===== src/rtl/safebox_core.sv =====
// safebox_core: lock-control core for the safe box.
// Handles password entry, failed-attempt counting with a timed lockout,
// auto-relock of an idle open box and a password-setting mode.
module safebox_core #(
  parameter int DIGITS          = 4,
  parameter int MAX_TRIES       = 3,
  parameter int LOCKOUT_CYCLES  = 1_500_000_000,
  parameter int AUTOLOCK_CYCLES = 500_000_000
) (
  input  logic                  clk,
  input  logic                  rst,
  input  logic                  cmd_open_close,
  input  logic                  cmd_set_pw,
  input  logic                  cmd_confirm,
  input  logic                  cmd_clear_pw,
  input  logic                  digit_valid,
  input  logic [3:0]            digit,
  output logic [4*DIGITS-1:0]   entry,
  output logic [3:0]            entry_count,
  output logic                  opened,
  output logic                  show_entry,
  output logic                  alarm,
  output logic                  locked_out,
  output logic [3:0]            fail_count
);

  localparam int EW = 4 * DIGITS;
  localparam int LW = $clog2(LOCKOUT_CYCLES) + 1;
  localparam int IW = $clog2(AUTOLOCK_CYCLES) + 1;

  localparam logic [3:0]    COUNT_MAX  = 4'(DIGITS);
  localparam logic [3:0]    TRIES_MAX  = 4'(MAX_TRIES);
  localparam logic [LW-1:0] LOCK_LOAD  = LW'(LOCKOUT_CYCLES - 1);
  localparam logic [IW-1:0] IDLE_LIMIT = IW'(AUTOLOCK_CYCLES);

  typedef enum logic [1:0] {
    S_LOCKED,
    S_OPEN,
    S_SETPW,
    S_LOCKOUT
  } state_t;

  state_t        state;
  logic [EW-1:0] password;
  logic [LW-1:0] lock_timer;
  logic [IW-1:0] idle_timer;
  logic          any_cmd;
  logic          pw_match;
  logic [3:0]    fail_next;

  assign any_cmd  = cmd_open_close | cmd_set_pw | cmd_confirm | cmd_clear_pw;

  // Compare against the registered entry so a final digit and the open
  // command can land on consecutive cycles.
  assign pw_match = (entry_count == COUNT_MAX) && (entry == password);

  // Next failure count, held at MAX_TRIES so it can never wrap.
  always_comb begin
    fail_next = (fail_count >= TRIES_MAX) ? fail_count : fail_count + 4'd1;
  end

  // Lock state machine; all outputs are registered alongside the state.
  always_ff @(posedge clk) begin
    if (rst) begin
      state       <= S_LOCKED;
      entry       <= '0;
      entry_count <= '0;
      password    <= '0;
      opened      <= 1'b0;
      show_entry  <= 1'b0;
      alarm       <= 1'b0;
      locked_out  <= 1'b0;
      fail_count  <= '0;
      lock_timer  <= '0;
      idle_timer  <= '0;
    end else if (state == S_LOCKOUT) begin
      if (lock_timer == '0) begin
        state      <= S_LOCKED;
        locked_out <= 1'b0;
        fail_count <= '0;
      end else begin
        lock_timer <= lock_timer - LW'(1);
      end
    end else begin
      if (any_cmd) begin
        entry       <= '0;
        entry_count <= '0;
      end else if (digit_valid && (entry_count < COUNT_MAX)) begin
        entry       <= (entry << 4) | EW'(digit);
        entry_count <= entry_count + 4'd1;
      end

      case (state)
        S_LOCKED: begin
          idle_timer <= '0;
          if (cmd_open_close) begin
            if (pw_match) begin
              state      <= S_OPEN;
              opened     <= 1'b1;
              fail_count <= '0;
              alarm      <= 1'b0;
            end else begin
              fail_count <= fail_next;
              alarm      <= 1'b1;
              if (fail_next == TRIES_MAX) begin
                state      <= S_LOCKOUT;
                locked_out <= 1'b1;
                lock_timer <= LOCK_LOAD;
              end
            end
          end
        end

        S_OPEN, S_SETPW: begin
          if (any_cmd || digit_valid) begin
            idle_timer <= '0;
          end else if (idle_timer == IDLE_LIMIT) begin
            state       <= S_LOCKED;
            opened      <= 1'b0;
            show_entry  <= 1'b0;
            idle_timer  <= '0;
            entry       <= '0;
            entry_count <= '0;
          end else begin
            idle_timer <= idle_timer + IW'(1);
          end

          if (cmd_open_close) begin
            state      <= S_LOCKED;
            opened     <= 1'b0;
            show_entry <= 1'b0;
          end else if (cmd_clear_pw) begin
            password   <= '0;
            state      <= S_OPEN;
            show_entry <= 1'b0;
          end else if (cmd_set_pw) begin
            state      <= S_SETPW;
            show_entry <= 1'b1;
          end else if (cmd_confirm && (state == S_SETPW) &&
                       (entry_count == COUNT_MAX)) begin
            password   <= entry;
            state      <= S_OPEN;
            show_entry <= 1'b0;
          end
        end

        default: ;
      endcase
    end
  end

endmodule


===== config.mk =====
export PLATFORM = sky130hd
export DESIGN_NAME = safebox_core
export DESIGN_NICKNAME = d
export VERILOG_FILES = /design/src/rtl/safebox_core.sv
export SDC_FILE = /design/constraint.sdc
export NUM_CORES = 1
export LEC_CHECK = 0
export BUFFER_PORTS_ARGS = -buffer_cell sky130_fd_sc_hd__buf_2
export CORE_MARGIN = 3
export CORE_UTILIZATION = 60
export DETAILED_ROUTE_END_ITERATION = 8
export GPL_TIMING_DRIVEN = 0
export PLACE_DENSITY = 0.9
export RECOVER_POWER = 25
export SLEW_MARGIN = 15
export SYNTH_ARGS = -nofsm -noshare
export SYNTH_HDL_FRONTEND = slang
export SYNTH_SLANG_ARGS = --single-unit

===== constraint.sdc =====
create_clock -name clk -period 2.65 [get_ports clk]
set_clock_uncertainty 0.1 [all_clocks]
set_input_delay 0.1325 -clock clk [delete_from_list [all_inputs] [get_ports clk]]
set_output_delay 0.1325 -clock clk [all_outputs]
set_load 0.02 [all_outputs]

Word level (Yosys, flattened, before mapping)
Index checks and enable logic that the tools add are counted.
{ "classes": {"n_addsub": 4, "n_lt_le_gt_ge": 2, "n_eq_ne": 20, "mux": 57, "n_bitwise": 6, "n_reduce_logical": 24} }
{ "op_table": {"columns": ["operator", "n"], "rows": [
  ["32-bit two-way mux", 6],
  ["16-bit two-way mux", 8],
  ["30-bit two-way mux", 2],
  ["30-bit case mux with 2 select lines", 1],
  ["4-bit two-way mux", 11],
  ["32-bit logical NOT", 1],
  ["32-bit by 1-bit subtractor with 32-bit output, second input constant", 1],
  ["30-bit by 1-bit adder with 30-bit output, second input constant", 1],
  ["30-bit by 29-bit == test with 1-bit output, second input constant", 1],
  ["2-bit two-way mux", 11],
  ["16-bit == test", 1],
  ["1-bit two-way mux", 16],
  ["16-bit by 4-bit OR with 16-bit output", 1],
  ["5-bit AND reduction", 3],
  ["7-bit inequality test, second input constant", 2],
  ["6-bit AND reduction", 2],
  ["2-bit nonzero test", 5],
  ["3-bit inequality test, second input constant", 3],
  ["4-bit by 1-bit adder with 4-bit output, second input constant", 2],
  ["2-bit by 1-bit inequality test with 1-bit output, second input constant", 3],
  ["2-bit inequality test, second input constant", 3],
  ["3-bit AND reduction", 2],
  ["5-bit by 4-bit inequality test with 1-bit output, second input constant", 1],
  ["5-bit nonzero test", 1],
  ["other kinds (18)", 25]
]} }
{ "word_totals": {"ff_bits": 108, "input_bits": 11} }

Logic depth before layout (Yosys ltp)
Gate-level depths: netlist (run 1).
{ "depth": {"word_depth": 11, "ltp_mapped": 10, "depth_no_buf": 8} }

Worst setup path before layout (run 1)
Ideal clock, no wire load.
{ "synth_timing": {"path_kind": "reg2reg", "from": "reg lock_timer[20]", "to": "reg state[1]", "arrival_time_ns": 2.233, "required_time_ns": 2.427, "setup_slack_ns": 0.194, "path_stages_with_launch": 9, "synth_period_minus_slack_ns": 2.456, "cell_sequence": "dfxtp_1 -> buf_6 -> or4_4 -> nor4_2 -> or4b_1 -> buf_6 -> nand2_4 -> o211ai_4 -> mux2_1"} }
{ "synth_via": {"elab_chain_len": 3} }
{ "synth_rtl": {"columns": ["element", "line_no", "rtl"], "rows": [
  ["start: declaration", "45", "logic [LW-1:0] lock_timer;"],
  ["start signal: assignment", "82", "lock_timer <= lock_timer - LW'(1);"],
  ["32-bit logical NOT", "77", "if (lock_timer == '0) begin"],
  ["2-bit by 1-bit inequality test with 1-bit output (no source line)", null, null],
  ["6-bit AND reduction (no source line)", null, null],
  ["end signal: assignment", "78", "state <= S_LOCKED;"],
  ["end signal: assignment", "98", "state <= S_OPEN;"],
  ["end signal: assignment", "106", "state <= S_LOCKOUT;"],
  ["end: declaration", "43", "state_t state;"]
]} }
Every way passes these cells.
A chain may end at the register's enable or synchronous reset.

Worst setup path after layout (run 1)
{ "layout_timing": {"from": "reg lock_timer[25]", "to": "reg lock_timer[7]"} }
{ "layout_via": {"elab_chain_len": 3} }
{ "layout_rtl": {"columns": ["element", "line_no"], "rows": [
  ["32-bit logical NOT", "77"],
  ["2-bit inequality test (no source line)", null],
  ["5-bit AND reduction (no source line)", null]
]} }
Every way passes these cells.

==> reports/results.tsv, run 1 <==
metric	value	unit
final hold vios	0	
number of fill cells	608	
crit start category	flop	
post-synthesis net count	666	
post-placement cell area	5570	um^2
Top Ports	39	
Max Fclk	385	MHz
Post-Synthesis Cells	644	
Initial Utilization	0.628	
Die X	99.7	um
Hold Slack	0.0917	ns
Cell variety after synth	56	
Mapped Area	5270	um^2
vias in the first global route	4758	
status	finished, final reports clean	
initial antenna violation count	0	
clock-pin transition on the worst setup and hold timing paths	0.10	ns
total gr overflow	0	
Die ar.	9940	um^2
Antenna Nets Post-Route	0	
Max-Cap Viols	0	
share of cells above drive strength 1	0.0822	
routed length per instance	16.5	um
Synth top area share	0.411	
P per Cell Area	809	nW/um^2
Row Count	33	
max-slew violations	0	
port bufs	35	
Worst EP arrival	2.74	ns
Tot GR Track Use	0.266	
Slew @ Worst Pin	0.585	ns
final core utilization	0.714	
critical path capture point type	flop	
min cycle time layout	2.60	ns
DRT Pass-1 Iters	5	
#FFs+latches synth	108	
Synth Flop Type	dfxtp_1	
first-pass GRT wire length	21.7	mm
Avg Cell Area, Syn	8.18	um^2
CTS tree	yes	
Synth area leader	dfxtp_1	
Register-to-Register Setup Slack	0.05	ns
Final Cell Area	5980	um^2
largest cells by area after synthesis	dfxtp_1 41%, nor2_1 6.6%, xor2_1 6.3%	
sinks on the clock net	108	
Nets	723	
area delta synth->final	13.6	%
Synth async-reset ratio	0	
post-synthesis sequential area ratio	0.411	
Worst-Skew Late Latency	0.38	ns
CP required	2.79	ns
Longest Clk Path Bufs	2	
Iter 0 DRT Violations	429	
Worst Setup Slack, final	0.0524	ns
worst vdd ir	0.000522	V
final total negative setup slack	0	ns
EDFF count, synth	0	
post-DP HPWL	9.06	mm
routed vias	4979	
pin count of the biggest net entering global routing	20	
pre-CTS setup slack	-0.108	ns
antenna cell count	0	
Placer Congestion	0.903	
Die Y	99.7	um
Total Wirelength	13.4	mm
core area	8380	um^2
Root Driver	clkbuf_8	
H-tree Lvls	3	
static leakage	2.18	nW
Crit Path Class	reg2reg	
CP max FO	5	
Avg Vias per Cell	6.14	
DRC	0	
final setup vio count	0	
Slew HR	0.610	
total CTS buffers	9	
hold crit path type	in2reg	
crit share post-route	0.980	
Synth warnings	0	
[cell usage after synthesis (2+ instances only)]
cell type,number
a211oi_1,3
buf_6,3
nor3b_1,19
clkbuf_1,25
nor4b_1,2
and3_1,13
ha_1,11
o211ai_1,2
xor2_1,38
nand4_1,16
a21oi_1,45
dfxtp_1,108
nor4_1,14
mux2i_1,3
nor2_1,92
nor3_1,16
nand3_1,21
nand2_1,72
and2_1,3
o41ai_1,4
a221oi_1,6
or4b_1,2
or4_1,4
nand4b_1,5
and3b_1,2
o21ai_0,11
inv_1,29
nand3b_1,4
or3_1,6
buf_2,3
o21ai_1,6
xnor2_1,23
o211a_1,2
nor2b_1,5
a31oi_1,5
[sequential cells by signal, summed over array words and instances, names as in the netlist, 2 cells and up]
signal,cells
entry,16
entry_count,4
fail_count,4
idle_timer,30
lock_timer,32
password,16
state,2
[cell families (layout without fill, tap and decap cells)]
group	Yosys count	in the layout	share of synthesized area
fa+ha+maj	11	11	0.0261
simple gates	304	305	0.292
mux	4	4	0.00784
compound gates	94	94	0.112
buf+inv	62	123	0.0499
xor+xnor	61	61	0.101
flops	108	108	0.411
[critical path, stage by stage (launching register included)]
cell	delay (ns)
dfxtp_4	0.37
or4_4	0.53
buf_6	0.14
nor4_4	0.21
or4b_4	0.59
nand2_4	0.12
and2_4	0.19
clkbuf_16	0.14
a221oi_1	0.07
[routing by layer]
metal	global-route usage	routed length, um
met1	0.315	5450
met2	0.472	6820
met3	0.0526	739
met4	0.0998	400
met5	0	0
[final cells by class]
| cell class | count | area (um^2) | share of cell area |
|---|---|---|---|
| multi-input cells | 475 | 2930 | 0.489 |
| flip-flops and latches | 108 | 2170 | 0.362 |
| repair buffers | 47 | 275 | 0.0460 |
| plain buffers | 31 | 164 | 0.0274 |
| well taps | 105 | 131 | 0.0220 |
| clock buffers | 10 | 128 | 0.0213 |
| inverters | 29 | 109 | 0.0182 |
| clock inverters | 6 | 82.6 | 0.0138 |
[report_power, final]
part           switching [mW]  internal [mW]
Clock                   0.603          0.457
Sequential              0.136           1.74
Combinational            1.07          0.827
[metrics by stage]
| stage | power [mW] | instances |
|---|---|---|
| after floorplan | 3.02 | 644 |
| after CTS | 4.45 | 804 |
| after global routing | 5.07 | 811 |
| after detailed placement | 3.37 | 784 |
| final | 4.84 | 811 |
| after global placement | 3.29 | 784 |
[cells in the final DEF (no fill, tap or decap), types with 5 or more instances in the layout]
cell type    n
nand2_1     71
nor3_1      16
buf_4        6
inv_1       29
nand3_1     20
a21oi_1     45
nor2_1      92
nand4b_1     5
ha_1        11
dfxtp_1    107
clkbuf_1    49
or3_1        6
clkbuf_8     9
xnor2_1     23
and3_1      13
a221oi_1     6
o21ai_1      7
nor2b_1      5
buf_2        8
a31oi_1      5
xor2_1      38
nor3b_1     18
nand4_1     16
o21ai_0     10
nor4_1      11
[final timing paths]
check                                     from  cells past startpoint             to
worst min-delay path                cmd_set_pw                      4     show_entry
worst max-delay path            lock_timer[25]                      8  lock_timer[7]
worst min register to register      locked_out                      2     locked_out
worst max register to register  lock_timer[25]                      8  lock_timer[7]
[what timing repair did]
item,in CTS,in global routing
endpoints found under the hold margin,4,0
hold buffers,4,0
pin swaps,0,4
gates cloned,0,3
endpoints found under the setup margin,41,65
setup buffers,0,6
resized for setup,7,26
(Power assumes the default switching activity.)
==> run 2, diff against run 1 <==
--- a/config.mk
+++ b/config.mk
@@ -6,6 +6,7 @@
 export NUM_CORES = 1
 export LEC_CHECK = 0
 export BUFFER_PORTS_ARGS = -buffer_cell sky130_fd_sc_hd__buf_2
+export CORE_ASPECT_RATIO = 0.8
 export CORE_MARGIN = 3
 export CORE_UTILIZATION = 60
 export DETAILED_ROUTE_END_ITERATION = 8
==> constraint.sdc (replaced) <==
create_clock -name clk -period 2.65 [get_ports clk]
set_clock_uncertainty 0.1 [all_clocks]
set_input_delay 0.265 -clock clk [delete_from_list [all_inputs] [get_ports clk]]
set_output_delay 0.265 -clock clk [all_outputs]
set_load 0.02 [all_outputs]
==> reports/results.tsv, run 2 (synthesis gave the netlist of run 1 again) <==
metric	value	unit
status	finished, final reports clean	
CTS Hold Bufs	0	
Worst EP arrival	2.77	ns
port bufs	35	
hold crit path type	in2reg	
Max Fclk	385	MHz
initial antenna violation count	0	
Multi-input gate area	2920	um^2
sinks on the clock net	108	
Die X	111	um
total gr overflow	0	
Placer Congestion	0.900	
most common cell after layout, fill and taps aside	dfxtp_1	
routed vias	4884	
min cycle time layout	2.60	ns
static leakage	2.13	nW
WHS Endpoint	entry[2]	
Row Count	29	
final total negative setup slack	0	ns
CP max FO	10	
Nets	715	
pin count of the biggest net entering global routing	19	
DRC	0	
Logic pwr share	0.370	
worst-path cell chain	or4_4 > buf_6 > nor4_4 > or4b_4 > buf_6 > nand4_1 > xor2_1 > nor2_1	
Register-to-Register Setup Slack	0.05	ns
max-slew violations	0	
sequential power share	0.407	
reg2reg path depth	8	
Sw Pwr	1.75	mW
Avg Vias per Cell	6.06	
Internal Power	2.87	mW
Max-Cap Viols	0	
Final Cell Area	5880	um^2
Worst Min Path Start	digit[2]	
final core utilization	0.714	
max reg flops	32	
DRT Pass-1 Iters	6	
Antenna Nets Post-Route	0	
Top Ports	39	
P per Cell Area	785	nW/um^2
clock power share	0.223	
Iter 0 DRT Violations	517	
Critical Path Most Common Cell	buf_6	
post-placement cell area	5580	um^2
CP peak stage delay	0.57	ns
vias in the first global route	4521	
total CTS buffers	9	
core area	8240	um^2
Longest Clk Path Bufs	2	
most flop-heavy register	lock_timer	
Total Wirelength	13.0	mm
number of fill cells	620	
Slew HR	0.622	
H-tree Lvls	3	
Slew @ Worst Pin	0.567	ns
top flop regs	lock_timer (32), idle_timer (30)	
critical path capture point type	flop	
CTS tree	yes	
Die Y	89.8	um
Root Driver	clkbuf_8	
FF-to-FF End	lock_timer[18]	
final setup vio count	0	
first-pass GRT wire length	21.2	mm
hold path cells	3	
Tot GR Track Use	0.254	
Initial Utilization	0.639	
Critical R2R Launch	lock_timer[25]	
Worst-Skew Late Latency	0.38	ns
pre-CTS setup slack	-0.120	ns
Net Sw Frac	0.379	
CP required	2.82	ns
antenna cell count	0	
final hold vios	0	
clock-pin transition on the worst setup and hold timing paths	0.10	ns
area delta synth->final	11.6	%
crit start category	flop	
slowest stage cell, crit path	or4b_4	
crit share post-route	0.981	
Crit Path Class	reg2reg	
Die ar.	9940	um^2
most frequent cells in the layout	107 x dfxtp_1, 91 x nor2_1, 72 x nand2_1	
Worst Setup Slack, final	0.0515	ns
routed length per instance	16.1	um
register area	2170	um^2
worst vdd ir	0.000667	V
share of cells above drive strength 1	0.0802	
post-DP HPWL	9.09	mm
==> run 2: changes by cell type in the layout (fill, tap and decap cells not counted), sizes merged <==
cell,delta
buf,-1
dlygate4sd3,-4
clkbuf,-3
or4b,-1
clkinv,+1
==> run 2: worst max-delay path: cells and delay by family, from the launching register on <==
kind | cells | cell delay [ns]
AND/OR/NAND/NOR | 5 | 1.50
flip-flops | 1 | 0.37
buffers and inverters | 2 | 0.32
XOR/XNOR | 1 | 0.20
==> run 2: power groups by stage <==
stage | clock (mW) | sequential (mW) | combinational, mW
2_1_floorplan | 0 | 1.90 | 1.12
3_3_place_gp | 0 | 1.89 | 1.40
3_5_place_dp | 0 | 1.90 | 1.46
4_1_cts | 1.04 | 1.87 | 1.48
5_1_grt | 1.09 | 1.89 | 1.85
6_report | 1.03 | 1.88 | 1.71
==> run 2: per-layer routing <==
layer | global-route usage | part of all wire | vias up
met1 | 0.350 | 0.44 | 2309
li1 | - | - | 2320
met5 | 0 | 0 | -
met3 | 0.0691 | 0.073 | 25
met4 | 0.0677 | 0.013 | 0
met2 | 0.394 | 0.47 | 230
==> run 2: area by class of cell <==
| cell class | instances | share of cell area |
|---|---|---|
| Clock inverter | 7 | 0.0126 |
| Buffer | 31 | 0.0272 |
| Multi-Input combinational cell | 474 | 0.497 |
| Timing Repair Buffer | 40 | 0.0323 |
| Tap cell | 108 | 0.0230 |
| Inverter | 29 | 0.0185 |
| Clock buffer | 9 | 0.0211 |
| Sequential cell | 108 | 0.368 |
==> run 2: how the worst max path moves through the flow <==
stage | from | end | slack, ns
global route | lock_timer[0] | lock_timer[10] | -0.03
floorplan | lock_timer[20] | state[1] | 0.19
detailed placement | idle_timer[22] | entry[8] | -0.12
finish | lock_timer[25] | lock_timer[18] | 0.05
global placement | idle_timer[22] | entry_count[2] | -0.01
CTS | lock_timer[25] | lock_timer[11] | 0.003
==> run 2: repair_timing <==
| item | in CTS | in global routing |
|---|---|---|
| endpoints found under the setup margin | 47 | 46 |
| pin swaps | 0 | 4 |
| buffers inserted | 0 | 5 |
| resized for setup | 7 | 24 |
==> run 2: per-stage QoR <==
stage                     total power, mW  instances  hold slack, ns
final                                4.62        806          0.0126
after global routing                 4.84        806          0.0274
after CTS                            4.38        803         0.00562
after detailed placement             3.36        787           0.355
after global placement               3.30        787           0.352
after floorplan                      3.02        644           0.301
==> run 3, diff against run 2 <==
==> constraint.sdc (replaced) <==
create_clock -name clk -period 2.5 [get_ports clk]
set_clock_uncertainty 0.1 [all_clocks]
set_input_delay 0.25 -clock clk [delete_from_list [all_inputs] [get_ports clk]]
set_output_delay 0.25 -clock clk [all_outputs]
set_load 0.02 [all_outputs]
==> reports/results.tsv, run 3 (synthesis gave the netlist of run 1 again) <==
metric	value	unit
worst vdd ir	0.000668	V
final hold vios	0	
routed vias	4996	
first-pass GRT wire length	21.9	mm
clock-pin transition on the worst setup and hold timing paths	0.11	ns
max-slew violations	0	
CP required	2.68	ns
GR peak layer	met2	
Worst EP arrival	2.63	ns
max reg flops	32	
area delta synth->final	13.9	%
met1 Resource Use GR	0.352	
Initial Utilization	0.639	
Die X	111	um
Total Wirelength	13.7	mm
Hold Slack	0.0151	ns
crit path buf inv count	1	
final setup vio count	0	
most frequent cells in the layout	102 x dfxtp_1, 91 x nor2_1, 70 x nand2_1	
Register-to-Register Setup Slack	0.05	ns
kind of cell adding the most delay to the critical path	simple AND/OR/NAND/NOR gates	
vias in the first global route	4675	
P per Cell Area	835	nW/um^2
H-tree Lvls	3	
critical path capture point type	flop	
most common cell after layout, fill and taps aside	dfxtp_1	
Layout Cells excl Fill	816	
Nets	725	
Avg Vias per Cell	6.12	
Max Fclk	408	MHz
static leakage	2.20	nW
grt met2 use	0.413	
antenna cell count	0	
port bufs	35	
crit share post-route	0.979	
DRT Pass-1 Iters	5	
Die ar.	9940	um^2
slowest stage cell, crit path	or4_4	
Slew @ Worst Pin	0.569	ns
Iter 0 DRT Violations	433	
CP max FO	10	
total CTS buffers	9	
Die Y	89.8	um
total gr overflow	0	
unrepaired setup endpoints after global routing	true	
Longest Clk Path Bufs	2	
pin count of the biggest net entering global routing	19	
post-DP HPWL	9.09	mm
Root Driver	clkbuf_8	
Antenna Nets Post-Route	0	
Tot GR Track Use	0.261	
worst-path cell chain	or4_4 > nor4_4 > or4b_4 > buf_8 > nand4_1 > xor2_1 > nor2_1	
Max-Cap Viols	0	
initial antenna violation count	0	
DP Cell Count	787	
Slew HR	0.621	
number of fill cells	597	
Worst-Skew Late Latency	0.39	ns
crit path to	lock_timer[18]	
core area	8240	um^2
sinks on the clock net	108	
share of cells above drive strength 1	0.112	
CP peak stage delay	0.56	ns
Critical R2R Launch	lock_timer[26]	
cell depth of the worst setup path	7	
min cycle time layout	2.45	ns
Row Count	29	
CTS tree	yes	
reg2reg path depth	7	
crit start category	flop	
Top Ports	39	
FF-to-FF End	lock_timer[18]	
Crit Path Class	reg2reg	
status	finished, final reports clean	
most flop-heavy register	lock_timer	
routed length per instance	16.8	um
top flop regs	lock_timer (32), idle_timer (30)	
met3 Usage GRT	0.0698	
Critical Path Start	lock_timer[26]	
DRC	0	
hold crit path type	in2reg	
Placer Congestion	0.900	
[run 3: cell types whose count changed in the layout (fill, tap and decap cells not counted), sizes merged]
cell,previous run,this run
clkbuf,62,60
dlygate4sd3,0,1
buf,18,29
[run 3: layout make-up]
type	instances	area (um^2)	share of cell area
Inverter	29	109	0.0182
Buffer	29	145	0.0242
Sequential cell	108	2170	0.363
Tap cell	108	135	0.0225
Clock inverter	7	73.8	0.0123
Clock buffer	9	124	0.0207
Multi-Input combinational cell	474	2960	0.494
Timing Repair Buffer	52	274	0.0457
[run 3: what timing repair did]
item                       4_1_cts  5_1_grt
gates cloned                     0        0
hold endpoints to repair         1        0
hold buffers                     1        0
pin swaps                        3       12
setup endpoints to repair       65       71
gates resized for setup         24       35
setup buffers                    6       10
[run 3: per-stage QoR]
step | setup WS [ns] | util | total power, mW | TNS, ns | instance area [um^2]
final | 0.0514 | 0.728 | 5.01 | 0 | 6000
after global routing | -0.0562 | 0.728 | 5.24 | -0.362 | 6000
after CTS | 0.00612 | 0.717 | 4.79 | 0 | 5910
after detailed placement | -0.270 | 0.677 | 3.56 | -10.93 | 5580
after global placement | -0.160 | 0.677 | 3.49 | -5.76 | 5580
after floorplan | 0.0438 | - | 3.20 | 0 | 5270
[run 3: worst min path at each step]
stage / startpoint / slack [ns] / endpoint / depth (start not counted)
2_1_floorplan: digit[0] / 0.29 / entry[0] / 2
3_3_place_gp: locked_out / 0.35 / locked_out / 2
3_5_place_dp: locked_out / 0.35 / locked_out / 2
4_1_cts: digit[1] / 0.01 / entry[1] / 3
5_1_grt: digit[3] / 0.02 / entry[3] / 3
6_report: digit[1] / 0.02 / entry[1] / 3
[run 3: per-layer routing]
metal,vias to the layer above,share of wire
li1,2352,-
met1,2377,0.43
met2,231,0.47
met3,36,0.075
met4,0,0.019
met5,-,0
[run 3: worst min-delay path, delay by kind of cell]
| kind | cells | cell delay [ns] |
|---|---|---|
| simple gates | 1 | 0.06 |
| compound gates | 1 | 0.06 |
| buf+inv | 1 | 0.09 |
[run 3: where the power goes]
| part | total (mW) | switching, mW | internal [mW] |
|---|---|---|---|
| clock network | 1.09 | 0.625 | 0.469 |
| registers | 2.01 | 0.160 | 1.85 |
| logic | 1.90 | 1.11 | 0.789 |
